--- config.mk ---
export PLATFORM = sky130hd
export DESIGN_NAME = adc_clk_sysref_ctrl
export DESIGN_NICKNAME = d
export VERILOG_FILES = /design/src/rtl/adc_clk_sysref_ctrl.sv
export SDC_FILE = /design/constraint.sdc
export NUM_CORES = 1
export LEC_CHECK = 0
export ABC_AREA = 1
export CORE_MARGIN = 3
export CORE_UTILIZATION = 50
export CTS_BUF_LIST = sky130_fd_sc_hd__clkbuf_4
export CTS_CLUSTER_SIZE = 24
export DETAILED_ROUTE_END_ITERATION = 10
export PLACE_DENSITY_LB_ADDON = 0.08
export REMOVE_ABC_BUFFERS = 1
export SYNTH_ARGS = -nofsm -noshare
export SYNTH_HDL_FRONTEND = slang
export SYNTH_SLANG_ARGS = --single-unit
--- constraint.sdc ---
create_clock -name enc_clk -period 1.77 [get_ports enc_clk]
set_input_delay 0.177 -clock enc_clk [delete_from_list [all_inputs] [get_ports enc_clk]]
set_output_delay 0.177 -clock enc_clk [all_outputs]
set_load 0.005 [all_outputs]
--- src/rtl/adc_clk_sysref_ctrl.sv ---
// adc_clk_sysref_ctrl: forwarded-clock gating and SYSREF pulse generator for
// N ADC3424 chips. Produces ODDR D1/D2 data; ODDR/OBUFDS live outside.
// Optional build macro SYSREF_ALIGN_EN adds an ARM state that holds the first
// SYSREF rising edge until a free-running alignment counter wraps to 0.
module adc_clk_sysref_ctrl #(
    parameter int unsigned N_ADC        = 4,
    parameter int unsigned PERIOD_W     = 16,
    parameter int unsigned NPULSE_W     = 8,
    parameter int unsigned ALIGN_PERIOD = 64
) (
    input  logic                enc_clk,
    input  logic                rst,
    input  logic [N_ADC-1:0]    clk_en_mask,
    input  logic [N_ADC-1:0]    sysref_mask,
    input  logic                sysref_start,
    input  logic                sysref_stop,
    input  logic                sysref_mode,
    input  logic [PERIOD_W-1:0] sysref_half_period,
    input  logic [NPULSE_W-1:0] sysref_n_pulses,
    output logic [N_ADC-1:0]    adc_clk_d1,
    output logic [N_ADC-1:0]    adc_clk_d2,
    output logic [N_ADC-1:0]    sysrf_d1,
    output logic [N_ADC-1:0]    sysrf_d2,
    output logic                sysref_busy,
    output logic                sysref_done
);

    typedef enum logic [1:0] {
        S_IDLE = 2'd0,
        S_HIGH = 2'd1,
        S_LOW  = 2'd2,
        S_ARM  = 2'd3
    } state_t;

    state_t              state;
    logic [PERIOD_W-1:0] phase_cnt;
    logic [PERIOD_W-1:0] hp_r;
    logic [NPULSE_W-1:0] np_rem;
    logic                mode_r;
    logic                stop_pend;
    logic [N_ADC-1:0]    clk_en_r;

    logic [PERIOD_W-1:0] hp_in;
    logic [NPULSE_W-1:0] np_in;

    // Zero-valued fields are promoted to 1
    assign hp_in = (sysref_half_period == '0) ? PERIOD_W'(1) : sysref_half_period;
    assign np_in = (sysref_n_pulses == '0) ? NPULSE_W'(1) : sysref_n_pulses;

    // Clock enable is registered once; D1 stays low so D2 alone gates the clock
    always_ff @(posedge enc_clk) begin
        if (rst) begin
            clk_en_r   <= '0;
            adc_clk_d1 <= '0;
        end else begin
            clk_en_r   <= clk_en_mask;
            adc_clk_d1 <= '0;
        end
    end

    assign adc_clk_d2 = clk_en_r;

`ifdef SYSREF_ALIGN_EN
    localparam int unsigned ALIGN_W = (ALIGN_PERIOD > 1) ? $clog2(ALIGN_PERIOD) : 1;
    logic [ALIGN_W-1:0] align_cnt;

    // Free-running alignment grid counter, modulo ALIGN_PERIOD
    always_ff @(posedge enc_clk) begin
        if (rst) begin
            align_cnt <= '0;
        end else if (align_cnt == ALIGN_W'(ALIGN_PERIOD - 1)) begin
            align_cnt <= '0;
        end else begin
            align_cnt <= align_cnt + ALIGN_W'(1);
        end
    end
`endif

    // SYSREF generator FSM; SYSREF outputs are loaded with the level of the next state
    always_ff @(posedge enc_clk) begin
        if (rst) begin
            state       <= S_IDLE;
            phase_cnt   <= '0;
            hp_r        <= '0;
            np_rem      <= '0;
            mode_r      <= 1'b0;
            stop_pend   <= 1'b0;
            sysrf_d1    <= '0;
            sysrf_d2    <= '0;
            sysref_busy <= 1'b0;
            sysref_done <= 1'b0;
        end else begin
            sysref_done <= 1'b0;
            sysrf_d1    <= '0;
            sysrf_d2    <= '0;
            case (state)
                S_IDLE: begin
                    if (sysref_start) begin
                        mode_r      <= sysref_mode;
                        hp_r        <= hp_in;
                        np_rem      <= np_in;
                        phase_cnt   <= hp_in - PERIOD_W'(1);
                        stop_pend   <= 1'b0;
                        sysref_busy <= 1'b1;
`ifdef SYSREF_ALIGN_EN
                        state       <= S_ARM;
`else
                        state       <= S_HIGH;
                        sysrf_d1    <= sysref_mask;
                        sysrf_d2    <= sysref_mask;
`endif
                    end
                end
`ifdef SYSREF_ALIGN_EN
                S_ARM: begin
                    if (sysref_stop) begin
                        state       <= S_IDLE;
                        sysref_busy <= 1'b0;
                        sysref_done <= 1'b1;
                    end else if (align_cnt == '0) begin
                        state    <= S_HIGH;
                        sysrf_d1 <= sysref_mask;
                        sysrf_d2 <= sysref_mask;
                    end
                end
`endif
                S_HIGH: begin
                    if (sysref_stop) begin
                        stop_pend <= 1'b1;
                    end
                    if (phase_cnt == '0) begin
                        state     <= S_LOW;
                        phase_cnt <= hp_r - PERIOD_W'(1);
                    end else begin
                        phase_cnt <= phase_cnt - PERIOD_W'(1);
                        sysrf_d1  <= sysref_mask;
                        sysrf_d2  <= sysref_mask;
                    end
                end
                S_LOW: begin
                    if (sysref_stop) begin
                        stop_pend <= 1'b1;
                    end
                    if (phase_cnt != '0) begin
                        phase_cnt <= phase_cnt - PERIOD_W'(1);
                    end else begin
                        if (!mode_r && (np_rem != '0)) begin
                            np_rem <= np_rem - NPULSE_W'(1);
                        end
                        if (stop_pend || sysref_stop ||
                            (!mode_r && (np_rem <= NPULSE_W'(1)))) begin
                            state       <= S_IDLE;
                            stop_pend   <= 1'b0;
                            sysref_busy <= 1'b0;
                            sysref_done <= 1'b1;
                        end else begin
                            state     <= S_HIGH;
                            phase_cnt <= hp_r - PERIOD_W'(1);
                            sysrf_d1  <= sysref_mask;
                            sysrf_d2  <= sysref_mask;
                        end
                    end
                end
                default: begin
                    state       <= S_IDLE;
                    sysref_busy <= 1'b0;
                end
            endcase
        end
    end

endmodule

==> flow_summary.yaml, run 1 <==
synth:
  synth_edf_count: 0
  synth-xor-area-share: 0.02223
  synth_warnings: 0
  yosys-top-cells-area: "dfxtp_1 27%, nand2_1 15%, nor2_1 12%, nand3_1 7.6%, inv_1 7.0%"
  syn-cell-area_sq_um: 3940
  ys_seq_elements: 54
  synth.largest_area_cell: "dfxtp_1"
  synth_top_family_by_area: "simple AND/OR/NAND/NOR gates"
  synth_ff_type: "dfxtp_1"
  synth_top_area_frac: 0.2744
  synth_cells: 665
  yosysSeqAreaShare: 0.2744
  synth_compound_area_frac: 0.1493
  async_reset_ff_frac: 0
  synth.avg_cell_area_sq_um: 5.925
  yosys.cell_types.count: 35
  synth_simple_gate_area_frac: 0.3954
  synth_mux_area_frac: 0
  synthAdderAreaFrac: 0.03493
die:
  initial_core_util: 0.5291
  coreArea_sq_um: 7447
  ios: 55
  die_area_sq_um: 8981
  die_h_um: 94.77
  rows: 31
  die_w_um: 94.77
route:
  drc: 0
  vias: 4635
  routedWlPerCell_um: 14.00
  route.final.wire_length_mm: 12.25
  first_iter_violations: 329
  first_pass_iters: 5
  ant_nets: 0
  vias_per_cell: 5.297
sta:
  fmax_mhz: 573.5
  whs_ns: 0.2316
  finalHoldViolCount: 0
  layout_setup_ws_ns: 0.02623
  rsz0062_at_grt: "yes"
  slew_viol_final: 0
  min_period_ns: 1.744
  fin_crit_sh: 0.9852
  setup_viol: 0
  finalClockSkew_ns: 0.008702
global_route:
  overflow: 0
  use_met2: 0.4768
  grt_antenna_before_repair: 0
  use_met3: 0.03586
  grt_pass1_vias: 4270
  busiest_layer: "met2"
  grt_pass1_wl_mm: 19.46
  grt_start_max_net_pins: 34
  track_usage: 0.2713
  grt_use_met1: 0.3401
final_layout:
  final_common_cell: "nand2_1"
  antenna_cells: 0
  nets: 823
  final_cell_area_sq_um: 5285
  area_growth_pct: 34.14
  final_cell_mix: "145 x nand2_1, 111 x nor2_1, 72 x inv_1, 72 x buf_4, 56 x nand3_1"
  drive_gt1_frac: 0.2036
  nFillCells: 662
power_and_ir_drop:
  swShare: 0.5139
  clkPwrFrac: 0.072
  seq_power_share: 0.248
  p_comb_frac: 0.681
  internal_power_uw: 4033
  ir_drop_v: 0.0008143
  leakage_uw: 0.002537
  p_per_area_nw_per_um2: 1570
  p_sw_uw: 4263
placement:
  portBuffers: 50
  gp_congestion: 0.9564
  placed_cell_area_sq_um: 4949
  place_ws_ns: -0.4611
  hpwl_mm: 9.167
cts:
  clk_latency_ns: 0.38
  clockRootBuffer: "clkbuf_4"
  cts_max_path_buffers: 2
  clk_pin_slew_ns: 0.16
  clock_sinks: 54
  htreeDepth: 2
  numCtsBuffers: 5
  cts_tree: "done"
critical_path:
  cp_data_arrival_time_ns: 2.04
  cp_cell_sequence: "inv_2, ha_4, nand2_4, nor2_4, nand3_2, nor2_4, nand3_2, nand2_4, clkbuf_16, nand2_2, nand2_1, a21oi_1"
  startpoint_type: "register"
  required_ns: 2.07
  worstPathMaxFanout: 5
  critical_path_class: "register to register"
  endpoint_kind: "register"
  slowest_stage: "dfxtp_2"
  cp_slowest_stage_delay_ns: 0.36
  reg2reg_depth: 12
hold_path:
  whs_path_depth: 4
  hold_path_class: "primary input to register"
run_status:
  status: "completed"
flow_run:
  max_cap_viol_count: 0
-- worst paths after layout --
path                           endpoint                      start  slack (ns)
min reg2reg      np_rem[3]$_SDFFE_PP0P_     np_rem[3]$_SDFFE_PP0P_        0.50
max reg2reg  phase_cnt[11]$_SDFFE_PP0P_  phase_cnt[1]$_SDFFE_PP0P_        0.03
max          phase_cnt[11]$_SDFFE_PP0P_  phase_cnt[1]$_SDFFE_PP0P_        0.03
min                hp_r[4]$_SDFFE_PP0P_      sysref_half_period[4]        0.23
-- synthesized netlist by cell type (all sizes together) (2+ instances only) --
master and number:
nand2 157, nor2 133, inv 83, nand3 62, o21ai 55, dfxtp 54, a21oi 48, buf 17
ha 11, clkbuf 9, xor2 8, nand4 7, nand3b 4, nor3 3, clkinv 2, or2 2
xnor2 2
-- routing by layer --
metal / share of wire / routed length (um)
met1: 0.42 / 5129
met2: 0.49 / 6014
met3: 0.063 / 768
met4: 0.028 / 338
met5: 0 / 0
-- power by group through the flow --
stage / logic (uW) / clock network, uW / registers [uW]
global route: 6290 / 646 / 2100
detailed placement: 5020 / 0 / 2030
CTS: 5140 / 603 / 2010
global placement: 4890 / 0 / 2020
floorplan: 3300 / 0 / 1950
finish: 5650 / 595 / 2050
-- critical path, delay by kind of cell (launching register included) --
| family | cells | cell delay (ns) |
|---|---|---|
| AOI/OAI and AO/OA | 1 | 0.04 |
| adders and majority gates | 1 | 0.15 |
| buffers and inverters | 2 | 0.25 |
| DFF | 1 | 0.36 |
| and+or+nand+nor | 8 | 0.87 |
-- logic make-up (layout without fill, tap and decap cells) --
group,count (synthesis),after routing
flops,54,54
buf+inv,111,219
xor+xnor,10,10
fa+ha+maj,11,11
other cells,1,4
simple gates,368,368
compound gates,110,110
-- flip-flops by register name (all words and copies together) (netlist names), 2 cells and up --
name        flops
phase_cnt      16
state           2
hp_r           16
sysrf_d2        4
np_rem          8
adc_clk_d2      4
-- through the flow --
stage                     TNS (ns)  std cells  power, uW    util
after floorplan            -0.9511        642       5253       -
after global placement      -2.446        861       6904  0.6645
after detailed placement    -2.971        861       7049  0.6645
after CTS                        0        871       7750  0.6793
after global routing       -0.9185        875       9041  0.7097
final                            0        875       8297  0.7097
-- layout make-up --
type                    instances  area, sq um  share of cell area
clock buffers                   6        45.04            0.008523
clock inverters                 2        13.76            0.002604
inverters                      85        326.6             0.06179
multi-input cells             503         2564              0.4851
flip-flops and latches         54         1090              0.2062
well taps                      99        123.9             0.02344
repair buffers                126         1122              0.2124
-- repair_timing --
item                       CTS  global route
pin swaps                    3            22
gates resized for setup     11            60
setup endpoints to repair   16            30
cloned                       0             1
buffers inserted             2             3
hold buffers                 0             0
Power figures use the tool's default switching activity.
==> inputs of run 2 (changes only) <==
PLACE_DENSITY = 0.79   (was default)
PLACE_DENSITY_LB_ADDON = default   (was 0.08)
==> run 2 against run 1 <==
The run now ends with negative setup slack left. Critical endpoint is now phase_cnt[15]$_SDFFE_PP0P_. Die area is the same. Final area is 1.3% higher. Worst hold slack worse by 0.018 ns. Highest routed layer unchanged.
==> flow_summary.yaml, run 2 (synthesized netlist as in run 1, its figures left out) <==
global_route:
  overflow: 0
  grt_start_max_net_pins: 34
  grt_pass1_wl_mm: 19.49
  grt_pass1_vias: 4315
  grt_antenna_before_repair: 0
  track_usage: 0.2742
route:
  first_iter_violations: 324
  vias_per_cell: 5.394
  ant_nets: 0
  routedWlPerCell_um: 14.45
  vias: 4747
  drc: 0
  first_pass_iters: 5
  route.final.wire_length_mm: 12.71
run_status:
  violations: "negative setup slack"
  status: "finished with violations"
critical_path:
  r2r-end: "phase_cnt[15]$_SDFFE_PP0P_"
  startpoint: "phase_cnt[0]$_SDFFE_PP0P_"
  critical_path_class: "register to register"
  cp_data_arrival_time_ns: 2.10
  reg2reg_from: "phase_cnt[0]$_SDFFE_PP0P_"
  startpoint_type: "register"
  r2r_slack_ns: -0.005
  reg2reg_depth: 13
  cp-endpoint: "phase_cnt[15]$_SDFFE_PP0P_"
  worstPathMaxFanout: 6
  endpoint_kind: "register"
  required_ns: 2.09
die:
  die_h_um: 94.77
  ios: 55
  coreArea_sq_um: 7447
  die_area_sq_um: 8981
  die_w_um: 94.77
  rows: 31
  initial_core_util: 0.5291
final_layout:
  drive_gt1_frac: 0.1997
  area_growth_pct: 35.95
  final_cell_mix: "149 x nand2_1, 107 x nor2_1, 75 x buf_4"
  nFillCells: 635
  multi_input_area_sq_um: 2549
  final_common_cell: "nand2_1"
  final_cell_area_sq_um: 5356
  antenna_cells: 0
  regArea_sq_um: 1087
  nets: 828
  reg.largest.list: "hp_r (16), phase_cnt (16), np_rem (8)"
cts:
  htreeDepth: 2
  cts_max_path_buffers: 2
  clk_pin_slew_ns: 0.17
  ctsHoldBuffers: 0
  numCtsBuffers: 5
  clockRootBuffer: "clkbuf_4"
  cts_tree: "done"
  clk_latency_ns: 0.40
  clock_sinks: 54
power_and_ir_drop:
  leakage_uw: 0.002581
  clkPwrFrac: 0.084
  p_sw_uw: 4334
  swShare: 0.4988
  seq_power_share: 0.233
  ir_drop_v: 0.0009313
  p_per_area_nw_per_um2: 1622
  internal_power_uw: 4355
  p_comb_frac: 0.683
sta:
  fmax_mhz: 563.5
  finalSetupTns_ns: -0.004613
  rsz0062_at_grt: "yes"
  finalClockSkew_ns: 0.01916
  fin_crit_sh: 1.003
  finalHoldViolCount: 0
  slew_viol_final: 0
  whs_ns: 0.2138
  min_period_ns: 1.775
  setup_viol: 1
  layout_setup_ws_ns: -0.004613
placement:
  portBuffers: 50
  gp_congestion: 0.9573
  hpwl_mm: 9.234
  placed_cell_area_sq_um: 4941
hold_path:
  hold_path_class: "primary input to register"
flow_run:
  max_cap_viol_count: 0
-- run 2: metrics by stage --
stage / utilization / total power (uW) / setup WS, ns / cells
after floorplan: - / 5253 / -0.07807 / 642
after global placement: 0.6635 / 6955 / -0.3786 / 860
after detailed placement: 0.6635 / 7097 / -0.5072 / 860
after CTS: 0.6836 / 8009 / 0.006063 / 869
after global routing: 0.7193 / 9393 / -0.08230 / 880
final: 0.7193 / 8689 / -0.004613 / 880
-- run 2: repair_timing --
item | in CTS | in global routing
gates cloned | 1 | 0
setup endpoints to repair | 9 | 26
resized for setup | 10 | 55
pin swaps | 1 | 27
setup buffers | 0 | 11
-- run 2: area by class of cell --
cell class,instances,share of cell area
multi-input cells,503,0.4758
repair buffers,131,0.2221
flip-flops and latches,54,0.2030
inverters,85,0.06050
well taps,99,0.02313
clock buffers,6,0.008409
clock inverters,2,0.007008
-- run 2: power groups by stage --
stage / clock network [uW] / logic, uW / registers [uW]
2_1_floorplan: 0 / 3300 / 1950
3_3_place_gp: 0 / 4950 / 2000
3_5_place_dp: 0 / 5080 / 2010
4_1_cts: 739 / 5280 / 1990
5_1_grt: 790 / 6540 / 2060
6_report: 730 / 5940 / 2020
-- run 2: worst max-delay path: stages, from the launching register on --
cell     delay, ns
dfxtp_2       0.36
inv_2         0.07
ha_4          0.14
nand2_4       0.05
nor2_4        0.15
nand3_2       0.11
nor2_4        0.17
nand3_2       0.12
nand2_4       0.13
buf_12        0.12
buf_16        0.11
nand2_1       0.05
nand2_1       0.06
a21oi_2       0.03
-- run 2: how the worst min path moves through the flow --
stage,cells after the start,start,to,slack [ns]
final,4,sysref_half_period[9],hp_r[9]$_SDFFE_PP0P_,0.21
after global placement,2,sysref_busy$_SDFFE_PP0P_,sysref_busy$_SDFFE_PP0P_,0.46
after detailed placement,2,sysref_busy$_SDFFE_PP0P_,sysref_busy$_SDFFE_PP0P_,0.47
after global routing,4,sysref_half_period[9],hp_r[9]$_SDFFE_PP0P_,0.23
after floorplan,1,rst,hp_r[15]$_SDFFE_PP0P_,0.25
after CTS,3,clk_en_mask[2],adc_clk_d2[2]$_SDFF_PP0_,0.28
-- run 2: routing by layer --
| metal | track usage | part of all wire | vias to the layer above |
|---|---|---|---|
| li1 | - | - | 2333 |
| met3 | 0.04701 | 0.074 | 53 |
| met4 | 0.1454 | 0.049 | 0 |
| met2 | 0.4721 | 0.47 | 234 |
| met1 | 0.3233 | 0.40 | 2127 |
| met5 | 0 | 0 | - |
==> inputs of run 3 (changes only) <==
GPL_TIMING_DRIVEN = 0   (was default)
==> run 3 against run 2 <==
The run still ends with negative setup slack left. Clock power down 3%. Final area decreased by 0.68%. Cell count decreased by 2.4%. Register-to-register slack lost 0.04 ns. Combinational power is 0.7% higher. Routed wire length grew 1.5%. Critical endpoint is now phase_cnt[11]$_SDFFE_PP0P_.
==> flow_summary.yaml, run 3 (synthesized netlist as in run 1, its figures left out) <==
final_layout:
  final_common_cell: "nand2_1"
  final_util: 0.7144
  regArea_sq_um: 1092
  area_growth_pct: 35.03
  nets: 807
  drive_gt1_frac: 0.2132
  final_cell_mix: "143 x nand2_1, 110 x nor2_1, 69 x inv_1"
  final_cell_area_sq_um: 5320
  antenna_cells: 0
  nFillCells: 644
  reg.largest.list: "hp_r (16), phase_cnt (16), np_rem (8)"
  multi_input_area_sq_um: 2708
die:
  ios: 55
  coreArea_sq_um: 7447
  rows: 31
  die_w_um: 94.77
  die_area_sq_um: 8981
  die_h_um: 94.77
  initial_core_util: 0.5291
sta:
  slew_viol_final: 0
  finalSetupTns_ns: -0.2121
  layout_setup_ws_ns: -0.04155
  setup_viol: 10
  finalClockSkew_ns: 0.01749
  min_period_ns: 1.812
  finalHoldViolCount: 0
  fin_crit_sh: 1.023
  slew_headroom: 0.6026
  worst_pin_slew_ns: 0.5961
  rsz0062_at_grt: "yes"
  fmax_mhz: 552.0
power_and_ir_drop:
  swShare: 0.5127
  leakage_uw: 0.002466
  p_comb_frac: 0.681
  seq_power_share: 0.238
  internal_power_uw: 4276
  clkPwrFrac: 0.081
  p_sw_uw: 4498
  p_per_area_nw_per_um2: 1649
  ir_drop_v: 0.001039
run_status:
  status: "finished with violations"
  violations: "negative setup slack"
cts:
  ctsHoldBuffers: 0
  cts_max_path_buffers: 2
  clk_pin_slew_ns: 0.15
  numCtsBuffers: 5
  htreeDepth: 2
  clock_sinks: 54
  cts_tree: "done"
  clk_latency_ns: 0.38
  clockRootBuffer: "clkbuf_4"
route:
  ant_nets: 0
  first_pass_iters: 6
  routedWlPerCell_um: 15.02
  route.final.wire_length_mm: 12.90
  vias_per_cell: 5.470
  drc: 0
  vias: 4699
  first_iter_violations: 372
critical_path:
  required_ns: 2.05
  cp_cell_sequence: "inv_4, ha_4, nand2_2, nor2_4, nand3_2, nor2_4, nand3_4, nand2_8, buf_6, nand2_2, nand2_1, a21oi_1"
  cp_data_arrival_time_ns: 2.09
  critical_path_class: "register to register"
  slowest_stage: "dfxtp_2"
  worstPathMaxFanout: 7
  endpoint_kind: "register"
  startpoint_type: "register"
  cp_slowest_stage_delay_ns: 0.37
placement:
  portBuffers: 50
  placed_cell_area_sq_um: 4410
  hpwl_mm: 7.946
  gp_congestion: 0.9252
global_route:
  grt_pass1_wl_mm: 20.05
  overflow: 0
  track_usage: 0.2791
  grt_pass1_vias: 4327
  grt_antenna_before_repair: 0
  grt_start_max_net_pins: 28
hold_path:
  hold_path_class: "primary input to register"
flow_run:
  max_cap_viol_count: 0
run 3: changes by cell type in the layout (fill, tap and decap cells not counted), moves of 5 or more:
| cell | delta |
|---|---|
| dlymetal6s2s_1 | -5 |
| buf_4 | -28 |
| nand2_2 | +7 |
| o21ai_2 | +5 |
| dlygate4sd2_1 | +16 |
| nand2_1 | -6 |
| clkdlybuf4s50_1 | -12 |
| nand3_1 | -5 |
run 3: critical path: cells and delay by family, from the launching register on:
family | cells | cell delay, ns
compound gates | 1 | 0.06
fa+ha+maj | 1 | 0.14
buf+inv | 2 | 0.21
flops | 1 | 0.37
simple gates | 8 | 0.94
run 3: what timing repair did:
action,CTS,global route
buffers inserted,38,15
pin swaps,23,24
endpoints found under the setup margin,47,46
cloned,6,1
endpoints found under the hold margin,0,0
gates resized for setup,74,50
run 3: power by group through the flow:
stage | logic [uW] | clock network, uW | registers, uW
after global routing | 6560 | 780 | 2140
after detailed placement | 4340 | 0 | 2040
final | 5980 | 710 | 2090
after global placement | 4230 | 0 | 2030
after floorplan | 3300 | 0 | 1950
after CTS | 5220 | 724 | 2040
run 3: area by class of cell:
type                       count  area share
multi-input combinational    506      0.5089
sequential                    54      0.2053
timing repair buffer         104      0.1776
inverter                      85     0.06468
tap                           99     0.02328
clock buffer                   6    0.008467
clock inverter                 2    0.007056
timing repair inverter         3    0.004704
run 3: per-layer routing:
layer	GRT usage	up-vias	wire, um
met4	0.1022	0	398
met2	0.5062	236	6336
met5	0	-	0
met1	0.3285	2130	5170
met3	0.04462	30	997
li1	-	2303	-
run 3: worst paths after layout:
path | startpoint | endpoint | slack (ns) | depth (start not counted)
worst max-delay path | phase_cnt[0]$_SDFFE_PP0P_ | phase_cnt[11]$_SDFFE_PP0P_ | -0.04 | 12
worst min register to register | sysref_busy$_SDFFE_PP0P_ | sysref_busy$_SDFFE_PP0P_ | 0.50 | 2
worst max register to register | phase_cnt[0]$_SDFFE_PP0P_ | phase_cnt[11]$_SDFFE_PP0P_ | -0.04 | 12
worst min-delay path | sysref_half_period[15] | hp_r[15]$_SDFFE_PP0P_ | 0.22 | 3
run 3: through the flow:
stage               total power (uW)  hold WS [ns]  setup slack (ns)  instances
floorplan                       5253        0.2461          -0.07807        642
global placement                6259        0.4539           -0.9919        791
detailed placement              6380        0.4633            -1.001        791
CTS                             7984        0.2111          -0.03199        843
global route                    9479        0.2238           -0.1503        859
finish                          8774        0.2204          -0.04155        859
